--- src/rtl/multicycle_control_p.sv ---
// Control FSM for the multicycle datapath: sequences fetch/decode/execute/writeback,
// drives the mux selects and write enables, and counts retired instructions.
module multicycle_control_p #(
   parameter int OPCODE_W = 4,
   parameter int CNT_W    = 16,
   parameter bit MEM_WAIT = 1'b1
) (
   input  logic                CLK,
   input  logic                Reset,
   input  logic [OPCODE_W-1:0] Opcode,
   input  logic                mem_ready,
   input  logic                stall,
   output logic                PCWriteCond,
   output logic                PCWrite,
   output logic                IorD,
   output logic                IRWrite,
   output logic                ALUSrcA,
   output logic [1:0]          ALUSrcB,
   output logic                ALUOp,
   output logic [1:0]          ImmgenOp,
   output logic                RegWrite,
   output logic                PCSrc,
   output logic                MemWrite,
   output logic                MemRead,
   output logic [1:0]          MemToReg,
   output logic [4:0]          current_state,
   output logic [4:0]          next_state,
   output logic                illegal_op,
   output logic                instr_done,
   output logic [CNT_W-1:0]    instret
);

   typedef enum logic [4:0] {
      FETCH    = 5'd0,
      DECODE   = 5'd1,
      EXE_ADD  = 5'd2,
      EXE_SUB  = 5'd3,
      WB_ALU   = 5'd4,
      WB_POS   = 5'd5,
      WB_ZERO  = 5'd6,
      EXE_JAL  = 5'd7,
      EXE_JALR = 5'd8,
      WB_JUMP  = 5'd9,
      MEM_ADDR = 5'd11,
      MEM_RD   = 5'd12,
      MEM_WR   = 5'd13,
      WB_MEM   = 5'd14,
      TRAP     = 5'd15
   } state_e;

   state_e           state_q, state_d;
   logic [CNT_W-1:0] instret_q;
   logic             rdy;
   logic             op_hi;
   logic [3:0]       op;
   logic             wen_ok;
   logic             pc_write_raw, ir_write_raw, reg_write_raw, mem_write_raw;

   assign rdy = MEM_WAIT ? mem_ready : 1'b1;
   assign op  = Opcode[3:0];

   // Any set bit above the 4-bit opcode field marks the instruction illegal.
   generate
      if (OPCODE_W > 4) begin : g_wide_op
         assign op_hi = |Opcode[OPCODE_W-1:4];
      end else begin : g_narrow_op
         assign op_hi = 1'b0;
      end
   endgenerate

   always_comb begin
      state_d = state_q;
      case (state_q)
         FETCH:    state_d = rdy ? DECODE : FETCH;
         DECODE: begin
            if (op_hi) begin
               state_d = TRAP;
            end else begin
               case (op)
                  4'd0:             state_d = EXE_ADD;
                  4'd1, 4'd2, 4'd3: state_d = EXE_SUB;
                  4'd4:             state_d = EXE_JALR;
                  4'd6:             state_d = EXE_JAL;
                  4'd8, 4'd9:       state_d = MEM_ADDR;
                  default:          state_d = TRAP;
               endcase
            end
         end
         EXE_ADD:  state_d = WB_ALU;
         EXE_SUB: begin
            case (op)
               4'd1:    state_d = WB_POS;
               4'd3:    state_d = WB_ZERO;
               default: state_d = WB_ALU;
            endcase
         end
         EXE_JAL, EXE_JALR: state_d = WB_JUMP;
         MEM_ADDR: state_d = (op == 4'd9) ? MEM_WR : MEM_RD;
         MEM_RD:   state_d = rdy ? WB_MEM : MEM_RD;
         MEM_WR:   state_d = rdy ? FETCH : MEM_WR;
         WB_ALU, WB_POS, WB_ZERO, WB_JUMP, WB_MEM: state_d = FETCH;
         TRAP:     state_d = TRAP;
         default:  state_d = FETCH;
      endcase
      // A stall freezes the FSM, discarding any concurrent memory ready.
      if (stall) begin
         state_d = state_q;
      end
   end

   always_comb begin
      PCWriteCond   = 1'b0;
      IorD          = 1'b0;
      ALUSrcA       = 1'b0;
      ALUSrcB       = 2'b00;
      ALUOp         = 1'b0;
      ImmgenOp      = 2'b00;
      PCSrc         = 1'b0;
      MemRead       = 1'b0;
      MemToReg      = 2'b00;
      illegal_op    = 1'b0;
      pc_write_raw  = 1'b0;
      ir_write_raw  = 1'b0;
      reg_write_raw = 1'b0;
      mem_write_raw = 1'b0;
      case (state_q)
         FETCH: begin
            MemRead      = 1'b1;
            ALUSrcB      = 2'b01;
            ir_write_raw = rdy;
            pc_write_raw = rdy;
         end
         EXE_ADD:  ALUSrcA = 1'b1;
         EXE_SUB: begin
            ALUSrcA = 1'b1;
            ALUOp   = 1'b1;
         end
         WB_ALU:  reg_write_raw = 1'b1;
         WB_POS: begin
            reg_write_raw = 1'b1;
            MemToReg      = 2'b11;
         end
         WB_ZERO: begin
            reg_write_raw = 1'b1;
            MemToReg      = 2'b10;
         end
         EXE_JAL: ALUSrcB = 2'b10;
         EXE_JALR, MEM_ADDR: begin
            ALUSrcA  = 1'b1;
            ALUSrcB  = 2'b10;
            ImmgenOp = 2'b10;
         end
         WB_JUMP: begin
            pc_write_raw = 1'b1;
            PCSrc        = 1'b1;
         end
         MEM_RD: begin
            IorD    = 1'b1;
            MemRead = 1'b1;
         end
         MEM_WR: begin
            IorD          = 1'b1;
            mem_write_raw = rdy;
         end
         WB_MEM: begin
            reg_write_raw = 1'b1;
            MemToReg      = 2'b01;
         end
         TRAP:    illegal_op = 1'b1;
         default: ;
      endcase
   end

   // Reset and stall gate every write enable combinationally so nothing glitches high.
   assign wen_ok     = !stall && !Reset;
   assign PCWrite    = pc_write_raw  && wen_ok;
   assign IRWrite    = ir_write_raw  && wen_ok;
   assign RegWrite   = reg_write_raw && wen_ok;
   assign MemWrite   = mem_write_raw && wen_ok;
   assign instr_done = (state_q != FETCH) && (state_d == FETCH) && wen_ok;

   always_ff @(posedge CLK or posedge Reset) begin
      if (Reset) begin
         state_q   <= FETCH;
         instret_q <= '0;
      end else begin
         state_q <= state_d;
         if (instr_done) begin
            instret_q <= instret_q + {{(CNT_W-1){1'b0}}, 1'b1};
         end
      end
   end

   assign current_state = state_q;
   assign next_state    = state_d;
   assign instret       = instret_q;

endmodule
--- config.mk ---
export PLATFORM = sky130hd
export DESIGN_NAME = multicycle_control_p
export DESIGN_NICKNAME = d
export VERILOG_FILES = /design/src/rtl/multicycle_control_p.sv
export SDC_FILE = /design/constraint.sdc
export NUM_CORES = 1
export LEC_CHECK = 0
export BUFFER_PORTS_ARGS = -buffer_cell sky130_fd_sc_hd__buf_4
export CAP_MARGIN = 5
export CORE_MARGIN = 8
export CORE_UTILIZATION = 45
export CTS_CLUSTER_SIZE = 28
export DETAILED_ROUTE_END_ITERATION = 10
export PLACE_DENSITY = 0.73
export SETUP_SLACK_MARGIN = 0.5
export SLEW_MARGIN = 0
export SYNTH_ARGS = -nofsm -noshare
export SYNTH_HDL_FRONTEND = slang
export SYNTH_SLANG_ARGS = --single-unit
--- constraint.sdc ---
create_clock -name CLK -period 6.3 [get_ports CLK]
set_input_delay 0.63 -clock CLK [delete_from_list [all_inputs] [get_ports CLK]]
set_output_delay 0.63 -clock CLK [all_outputs]
set_load 0.05 [all_outputs]
==> flow_metrics.py, run 1 <==
metrics = {
    "sta": {
        "relSlewSlack": 0.4833,
        "rsz0062_at_grt": "no",
        "finalCriticalPeriod_ns": 3.803,
        "fin_crit_sh": 0.6037,
        "maxSlewViolCount": 0,
        "max_freq_mhz": 262.9,
        "tightestPinTransition_ns": 0.7741,
        "finalSetupViolations": 0,
        "final.setup.tns_ns": 0,
        "clock_skew_ns": 0.002244,
        "final_hold_viol_count": 0,
        "fin_ws_ns": 2.497,
    },
    "drt": {
        "routed_wl_mm": 4.019,
        "vias_per_cell": 5.728,
        "dr.pass1.iters": 4,
        "vias": 1432,
        "route.detailed.drc": 0,
        "drtIter0Drc": 135,
        "routedWlPerCell_um": 16.08,
        "ant_nets": 0,
    },
    "die": {
        "dieHeight_um": 73.21,
        "initial_utilization": 0.4785,
        "die-area_um2": 5359,
        "io_pins": 52,
        "rows": 20,
        "chipWidth_um": 73.21,
        "core_um2": 3078,
    },
    "final_layout": {
        "n_antenna_cell": 0,
        "fillCellCount": 280,
        "drive_above_1_share": 0.2816,
        "layout_commonest_cell": "buf_4",
        "final_net_count": 216,
        "final_cell_mix": "49 x buf_4, 21 x dfrtp_1, 14 x xnor2_1, 12 x nand2_1, 11 x nor2_1",
        "multi_input_area_um2": 844.6,
        "final_area_um2": 1834,
        "syn2layout_area_growth_pct": 24.55,
        "regArea_um2": 525.5,
    },
    "yosys": {
        "async_reset_ff_frac": 1.000,
        "syn_inst": 168,
        "synth_top_area_frac": 0.3568,
        "synth_top_cell_by_area": "dfrtp_1",
        "yosysSeqAreaShare": 0.3568,
        "avgSynthCellArea_um2": 8.766,
        "ys.flop_type": "dfrtp_1",
        "synth-edff-count": 0,
        "synth-seq-cells": 21,
        "synthTopCellsByArea": "dfrtp_1 36%, xnor2_1 8.3%, nand3_1 3.1%, nand2_1 3.1%, and3_1 3.0%",
        "syn_area_um2": 1473,
        "synth_cell_type_count": 49,
        "ys_warn_count": 0,
    },
    "worst_setup_path": {
        "crit_arrival_ns": 3.17,
        "required_ns": 5.67,
        "reg2reg_from": "current_state[1]",
        "rr_endpoint": "instret[1]",
        "r2r_setup_slack_ns": 3.24,
        "r2r_cells": 7,
        "criticalPathCategory": "reg2out",
        "startpoint": "current_state[1]",
        "cp_max_fo": 22,
        "start_kind": "flip-flop",
        "critPathCapture": "instr_done",
        "cp-end-kind": "output port",
    },
    "clocking": {
        "cts_buffers": 3,
        "cts_root_buf": "clkbuf_4",
        "htreeDepth": 1,
        "cts.sinks": 21,
        "cts-hold-fix-buffers": 0,
        "clockBufferDepth": 2,
        "cts_resized": 0,
        "clk_pin_slew_ns": 0.11,
        "cts_tree": "built",
        "insertion_delay_ns": 0.30,
        "post_cts_buffers": 0,
    },
    "placed_design": {
        "place_congestion": 0.9474,
        "pre_cts_ws_ns": 2.901,
        "port_buffers": 49,
        "placed_area_um2": 1808,
        "hpwl_mm": 2.994,
    },
    "power_and_ir_drop": {
        "p_total_w": 0.0008900,
        "vdd_drop_max_mv": 0.3563,
        "p_leak_nw": 0.8620,
        "power.density_nw_per_um2": 485.2,
    },
    "hold_path": {
        "hold_path.class": "in2async",
    },
    "grt": {
        "grt_pass1_wl_mm": 6.624,
        "grt_pass1_vias": 1336,
        "grt_max_degree": 23,
        "track_usage": 0.1505,
        "antenna_found_initial": 0,
        "grt.overflow.total": 0,
    },
    "status": {
        "outcome": "finished, final reports clean",
    },
    "job": {
        "maxCapViolCount": 0,
    },
}
[layer usage]
layer  GRT usage  part of all wire  routed length, um
met1      0.2006              0.45               1804
met2      0.2294              0.46               1853
met3     0.04670             0.078                312
met4     0.03333             0.012                 48
met5           0                 0                  0
[flip-flops by register name, summed over array words and instances (netlist names)]
register       count
current_state      5
instret           16
[area by class of cell]
cell class | count | area share
Sequential cell | 21 | 0.2865
Clock buffer | 4 | 0.01432
Multi-Input combinational cell | 128 | 0.4604
Inverter | 4 | 0.008186
Timing Repair Buffer | 49 | 0.2005
Tap cell | 44 | 0.03001
[worst min path at each step]
stage / startpoint / to / slack (ns) / depth (start not counted)
5_1_grt: instret[15] / instret[15] / 0.51 / 1
4_1_cts: Reset / instret[11] / 0.49 / 2
6_report: Reset / instret[2] / 0.47 / 2
2_1_floorplan: Reset / current_state[0] / 0.61 / 1
3_5_place_dp: instret[15] / instret[15] / 0.48 / 1
3_3_place_gp: instret[15] / instret[15] / 0.46 / 1
[critical path: stages (launching register included)]
cell      delay [ns]
dfrtp_1         0.76
nand2b_1        0.36
a211oi_1        0.09
a311o_1         0.35
a221oi_1        0.29
and4b_1         0.56
and2_4          0.26
buf_4           0.20
[metrics by stage]
| stage | hold WS [ns] | utilization | instances |
|---|---|---|---|
| finish | 0.4696 | 0.5959 | 250 |
| global route | 0.5100 | 0.5959 | 250 |
| CTS | 0.4915 | 0.5959 | 250 |
| detailed placement | 0.4753 | 0.5874 | 246 |
| global placement | 0.4643 | 0.5874 | 246 |
| floorplan | 0.6065 | - | 169 |
[kinds of logic (layout without fill, tap and decap cells)]
group                      Yosys count  after routing  share of synthesized area
and+or+nand+nor                     76             76                     0.2889
AOI/OAI and AO/OA                   31             31                     0.1597
DFF                                 21             21                     0.3568
buffers and inverters               20             57                    0.07221
xor gates and xnor gates            17             17                     0.1011
adders and majority gates            1              1                   0.008495
other                                1              2                   0.002546
muxes                                1              1                    0.01019
[power breakdown]
group	internal [W]	switching, W	total [W]
registers	0.000156	0.0000693	0.000225
logic	0.000190	0.000410	0.000600
clock network	0.0000247	0.0000403	0.0000650
[synth_stat cells, types with 4 or more instances]
| library cell | n |
|---|---|
| and3_1 | 7 |
| buf_2 | 4 |
| clkbuf_1 | 6 |
| dfrtp_1 | 21 |
| inv_1 | 4 |
| nand2_1 | 12 |
| nand3_1 | 9 |
| nand4_1 | 5 |
| nor2_1 | 11 |
| nor3_1 | 8 |
| o21ai_0 | 5 |
| xnor2_1 | 14 |
Note: power is estimated with default switching activity, not from simulation.
==> run 2: changes to the inputs <==
==> constraint.sdc (replaced) <==
create_clock -name CLK -period 3.96 [get_ports CLK]
set_input_delay 0.396 -clock CLK [delete_from_list [all_inputs] [get_ports CLK]]
set_output_delay 0.396 -clock CLK [all_outputs]
set_load 0.05 [all_outputs]
==> run 2 against run 1 <==
Net effect: first-iteration DRC count shrank 3.0%; clock power increased by 57%; clock skew up 0.0071 ns; design area increased by 1.7%; core utilization increased by 1.0 points; sequential share of layout area fell by 0.35 points; sequential cell count did not move; power grew 63%; worst setup slack worse by 1.8 ns; critical endpoint unchanged; largest power group unchanged.
==> flow_metrics.py, run 2 (synthesized netlist as in run 1, its figures left out) <==
metrics = {
    "drt": {
        "route.detailed.drc": 0,
        "routedWlPerCell_um": 16.20,
        "ant_nets": 0,
        "dr.pass1.iters": 4,
        "vias_per_cell": 5.731,
        "routed_wl_mm": 4.098,
        "drtIter0Drc": 131,
        "vias": 1450,
    },
    "die": {
        "io_pins": 52,
        "initial_utilization": 0.4785,
        "die-area_um2": 5359,
        "rows": 20,
        "core_um2": 3078,
        "chipWidth_um": 73.21,
        "dieHeight_um": 73.21,
    },
    "final_layout": {
        "n_antenna_cell": 0,
        "layout_commonest_cell": "buf_4",
        "drive_above_1_share": 0.3110,
        "final_cell_mix": "52 x buf_4, 19 x dfrtp_1, 14 x xnor2_1, 12 x nand2_1, 11 x nor2_1",
        "final_net_count": 219,
        "fillCellCount": 278,
        "largest_reg_flops": 16,
        "syn2layout_area_growth_pct": 26.68,
    },
    "sta": {
        "final_hold_viol_count": 0,
        "relSlewSlack": 0.4667,
        "rsz0062_at_grt": "no",
        "tightestPinTransition_ns": 0.7991,
        "fin_crit_sh": 0.8304,
        "fin_ws_ns": 0.6716,
        "final.setup.tns_ns": 0,
        "max_freq_mhz": 304.1,
        "maxSlewViolCount": 0,
        "clock_skew_ns": 0.009311,
        "finalSetupViolations": 0,
        "finalCriticalPeriod_ns": 3.288,
    },
    "clocking": {
        "htreeDepth": 1,
        "cts_buffers": 3,
        "clockBufferDepth": 2,
        "clk_pin_slew_ns": 0.12,
        "cts-hold-fix-buffers": 0,
        "cts_root_buf": "clkbuf_4",
        "cts.sinks": 21,
        "insertion_delay_ns": 0.30,
        "cts_tree": "built",
    },
    "placed_design": {
        "place_congestion": 0.8515,
        "pre_cts_ws_ns": 0.9548,
        "hpwl_mm": 3.094,
        "port_buffers": 49,
    },
    "worst_setup_path": {
        "critPathMaxStageDelay_ns": 0.43,
        "slowest_stage": "or3_4",
        "criticalPathCategory": "reg2out",
        "cp-end-kind": "output port",
        "r2r_cells": 9,
        "cpMostUsedCell": "buf_4",
        "critPathBufInv": 3,
        "reg2reg_from": "current_state[2]",
        "cp_max_fo": 20,
        "crit_chain": "buf_4 -> or3_4 -> or3_1 -> a21boi_1 -> a32oi_2 -> and4b_1 -> buf_4 -> and2_4 -> buf_4",
        "r2r_setup_slack_ns": 1.16,
        "required_ns": 3.56,
        "start_kind": "flip-flop",
        "crit_arrival_ns": 2.89,
        "cp_top_family": "simple AND/OR/NAND/NOR gates",
        "rr_endpoint": "instret[1]",
    },
    "grt": {
        "grt_pass1_wl_mm": 6.969,
        "grt_pass1_vias": 1443,
        "antenna_found_initial": 0,
        "grt_max_degree": 23,
        "grt.overflow.total": 0,
        "track_usage": 0.1587,
    },
    "power_and_ir_drop": {
        "vdd_drop_max_mv": 0.5060,
        "power_frac_comb": 0.709,
        "p_leak_nw": 0.8791,
        "power.density_nw_per_um2": 777.6,
        "p_sw_w": 0.0008356,
        "power.share.clock": 0.071,
        "seqPwrFrac": 0.220,
        "internal_power_w": 0.0006150,
        "p_sw_frac": 0.5761,
    },
    "hold_path": {
        "hold_path.class": "in2async",
    },
    "status": {
        "outcome": "finished, final reports clean",
    },
    "job": {
        "maxCapViolCount": 0,
    },
}
-- run 2: cell types whose count changed in the layout (fill, tap and decap cells not counted) --
cell	previous run	this run
buf_4	49	52
dfrtp_1	21	19
dfrtp_2	0	2
clkbuf_1	1	0
clkinv_2	0	1
nor3_1	8	7
nor3_2	0	1
-- run 2: per-stage QoR --
| stage | power (W) | instances | util | hold slack [ns] | area [um2] |
|---|---|---|---|---|---|
| finish | 0.001451 | 253 | 0.6061 | 0.2517 | 1866 |
| global route | 0.001539 | 253 | 0.6061 | 0.3131 | 1866 |
| CTS | 0.001455 | 253 | 0.6053 | 0.2689 | 1863 |
| detailed placement | 0.001350 | 249 | 0.5963 | 0.4750 | 1836 |
| global placement | 0.001340 | 249 | 0.5963 | 0.4624 | 1836 |
| floorplan | 0.001107 | 169 | - | 0.3725 | 1481 |
-- run 2: layout make-up --
| class | count | area [um2] | area share |
|---|---|---|---|
| Clock buffer | 3 | 22.52 | 0.01207 |
| Clock inverter | 1 | 5.005 | 0.002683 |
| Inverter | 4 | 15.01 | 0.008048 |
| Multi-Input combinational cell | 128 | 849.6 | 0.4554 |
| Sequential cell | 21 | 528.0 | 0.2830 |
| Tap cell | 44 | 55.05 | 0.02951 |
| Timing Repair Buffer | 52 | 390.4 | 0.2093 |
-- run 2: worst max-delay path by stage --
stage / from / to / slack [ns] / cells past startpoint
after floorplan: current_state[3] / instret[1] / 0.65 / 9
after global placement: current_state[1] / instr_done / 1.03 / 8
after detailed placement: current_state[0] / instr_done / 0.95 / 8
after CTS: current_state[1] / instr_done / 0.60 / 8
after global routing: current_state[2] / instr_done / 0.55 / 9
final: current_state[2] / instr_done / 0.67 / 9
-- run 2: timing repair --
item | CTS | global route
setup endpoints to repair | 0 | 1
buffers inserted | 0 | 0
gates resized for setup | 0 | 2
-- run 2: layer usage --
metal  global-route usage  share of wire  vias up
met4              0.04889         0.0037        0
li1                     -              -      690
met2               0.2502           0.48       51
met3              0.03846          0.078        2
met5                    0              0        -
met1               0.2063           0.44      707
-- run 2: power by group through the flow --
stage	Combinational (W)	Clock, W	Sequential [W]
detailed placement	0.00103	0	0.000321
global route	0.00110	0.000115	0.000327
finish	0.00103	0.000102	0.000319
global placement	0.00102	0	0.000316
CTS	0.00103	0.000107	0.000316
floorplan	0.000707	0	0.000400
-- run 2: worst register-to-register path, cell delays in order (launching register included) --
cell and delay, ns:
dfrtp_1 0.38, buf_4 0.20, or3_4 0.44, or3_1 0.38
a21boi_1 0.16, a32oi_2 0.26, and4b_1 0.22, buf_4 0.18
and2_4 0.19, mux2_4 0.29
==> run 3: changes to the inputs <==
--- a/config.mk
+++ b/config.mk
@@ -11,7 +11,7 @@
 export CORE_UTILIZATION = 45
 export CTS_CLUSTER_SIZE = 28
 export DETAILED_ROUTE_END_ITERATION = 10
-export PLACE_DENSITY = 0.73
+export PLACE_DENSITY = 0.76
 export SETUP_SLACK_MARGIN = 0.5
 export SLEW_MARGIN = 0
 export SYNTH_ARGS = -nofsm -noshare
==> constraint.sdc (replaced) <==
create_clock -name CLK -period 3 [get_ports CLK]
set_input_delay 0.3 -clock CLK [delete_from_list [all_inputs] [get_ports CLK]]
set_output_delay 0.3 -clock CLK [all_outputs]
set_load 0.05 [all_outputs]
==> run 3 against run 2 <==
Net effect: critical path depth shrank 2; critical path type unchanged; largest power group unchanged; critical endpoint unchanged; first-iteration DRC count shrank 9.2%; sequential share of layout area shrank 3.5 points; largest cell class unchanged; worst hold slack lost 0.12 ns; routed wire length grew 13%; global-route usage grew 0.98 points; clock skew is essentially flat; sequential power grew 26%; die area is the same; worst setup slack lost 0.36 ns; non-clock buffer count grew 19; design area grew 15%.
==> flow_metrics.py, run 3 (synthesized netlist as in run 1, its figures left out) <==
metrics = {
    "clocking": {
        "clk_pin_slew_ns": 0.12,
        "clockBufferDepth": 2,
        "cts.sinks": 21,
        "cts_buffers": 3,
        "cts_tree": "built",
        "insertion_delay_ns": 0.31,
        "cts_root_buf": "clkbuf_4",
        "htreeDepth": 1,
        "cts-hold-fix-buffers": 0,
    },
    "die": {
        "initial_utilization": 0.4785,
        "die-area_um2": 5359,
        "rows": 20,
        "core_um2": 3078,
        "io_pins": 52,
        "chipWidth_um": 73.21,
        "dieHeight_um": 73.21,
    },
    "grt": {
        "grt_pass1_wl_mm": 7.369,
        "antenna_found_initial": 0,
        "grt_pass1_vias": 1518,
        "grt_max_degree": 22,
        "grt.overflow.total": 0,
        "track_usage": 0.1685,
    },
    "sta": {
        "rsz0062_at_grt": "yes",
        "maxSlewViolCount": 0,
        "clock_skew_ns": 0.008963,
        "tightestPinTransition_ns": 0.7761,
        "relSlewSlack": 0.4821,
        "max_freq_mhz": 372.1,
        "final_hold_viol_count": 0,
        "final.setup.tns_ns": 0,
        "finalCriticalPeriod_ns": 2.688,
        "fin_crit_sh": 0.8959,
        "fin_ws_ns": 0.3124,
        "finalSetupViolations": 0,
    },
    "final_layout": {
        "final_net_count": 238,
        "post-route-util": 0.6947,
        "layout_commonest_cell": "buf_4",
        "final_cell_mix": "66 x buf_4, 17 x dfrtp_1, 14 x xnor2_1, 12 x nand2_1, 10 x nor2_1",
        "final-instance-count-excl-fill": 272,
        "drive_above_1_share": 0.4430,
        "largest_reg_flops": 16,
        "fillCellCount": 250,
        "final_area_um2": 2138,
        "n_antenna_cell": 0,
        "regArea_um2": 530.5,
        "syn2layout_area_growth_pct": 45.20,
        "multi_input_area_um2": 948.4,
    },
    "job": {
        "maxCapViolCount": 0,
    },
    "status": {
        "outcome": "finished, final reports clean",
    },
    "drt": {
        "ant_nets": 0,
        "route.detailed.drc": 0,
        "routed_wl_mm": 4.634,
        "routedWlPerCell_um": 17.04,
        "vias_per_cell": 5.651,
        "drtIter0Drc": 119,
        "dr.pass1.iters": 4,
        "vias": 1537,
    },
    "power_and_ir_drop": {
        "p_sw_w": 0.001220,
        "p_sw_frac": 0.5509,
        "p_leak_nw": 1.017,
        "vdd_drop_max_mv": 0.7091,
        "power.share.clock": 0.062,
        "power.density_nw_per_um2": 1036,
        "power_frac_comb": 0.755,
        "internal_power_w": 0.0009950,
        "seqPwrFrac": 0.182,
    },
    "placed_design": {
        "dpl.cell_count": 252,
        "hpwl_mm": 3.282,
        "pre_cts_ws_ns": 0.4859,
        "port_buffers": 49,
        "place_congestion": 0.9080,
        "placed_area_um2": 1909,
    },
    "worst_setup_path": {
        "crit_chain": "or3_4 -> or3_4 -> a21boi_4 -> a32oi_4 -> and4b_1 -> and2_4 -> buf_8",
        "critPathBufInv": 1,
        "critPathMaxStageDelay_ns": 0.45,
        "crit_arrival_ns": 2.39,
        "required_ns": 2.70,
        "cp-end-kind": "output port",
        "cp_top_family": "simple AND/OR/NAND/NOR gates",
        "criticalPathCategory": "reg2out",
        "cp_max_fo": 2,
        "start_kind": "flip-flop",
        "slowest_stage": "dfrtp_2",
        "cpMostUsedCell": "or3_4",
    },
    "hold_path": {
        "hold_path.class": "in2async",
    },
}
==> run 3: path summary, 6_finish.rpt <==
| check | start | to | slack, ns | cells past startpoint |
|---|---|---|---|---|
| max | current_state[2] | instr_done | 0.31 | 7 |
| min | Reset | instret[12] | 0.14 | 2 |
| max reg2reg | current_state[2] | instret[1] | 0.44 | 9 |
| min reg2reg | instret[15] | instret[15] | 0.48 | 1 |
| max in group asynchronous | Reset | current_state[0] | 2.33 | 2 |
| min in group CLK | stall | current_state[3] | 0.31 | 3 |
==> run 3: power by group through the flow <==
stage                     combinational [W]  sequential [W]  clock [W]
after floorplan                    0.000980        0.000532          0
after global placement              0.00143        0.000407          0
after detailed placement            0.00144        0.000417          0
after CTS                           0.00154        0.000404   0.000140
after global routing                0.00176        0.000414   0.000151
final                               0.00167        0.000403   0.000138
==> run 3: cell type report <==
type / count / area share
Timing Repair Buffer: 71 / 0.2627
Multi-Input combinational cell: 128 / 0.4435
Clock inverter: 1 / 0.002341
Inverter: 4 / 0.007022
Tap cell: 44 / 0.02575
Clock buffer: 3 / 0.01053
Sequential cell: 21 / 0.2481
==> run 3: what timing repair did <==
action / in CTS / in global routing
resized for setup: 10 / 10
pin swaps: 2 / 4
setup endpoints to repair: 2 / 6
setup buffers: 4 / 12
==> run 3: stage by stage <==
stage	power (W)	hold WS, ns
after global routing	0.002323	0.2062
after CTS	0.002081	0.1626
after global placement	0.001833	0.4618
final	0.002215	0.1361
after floorplan	0.001513	0.2763
after detailed placement	0.001855	0.4673
==> run 3: layer usage <==
| layer | share of wire | vias to the layer above | routed length, um | track usage |
|---|---|---|---|---|
| met1 | 0.42 | 735 | 1959 | 0.2245 |
| met5 | 0 | - | 0 | 0 |
| li1 | - | 726 | - | - |
| met3 | 0.095 | 2 | 442 | 0.05357 |
| met4 | 0.0022 | 0 | 10 | 0.03111 |
| met2 | 0.48 | 74 | 2221 | 0.2592 |
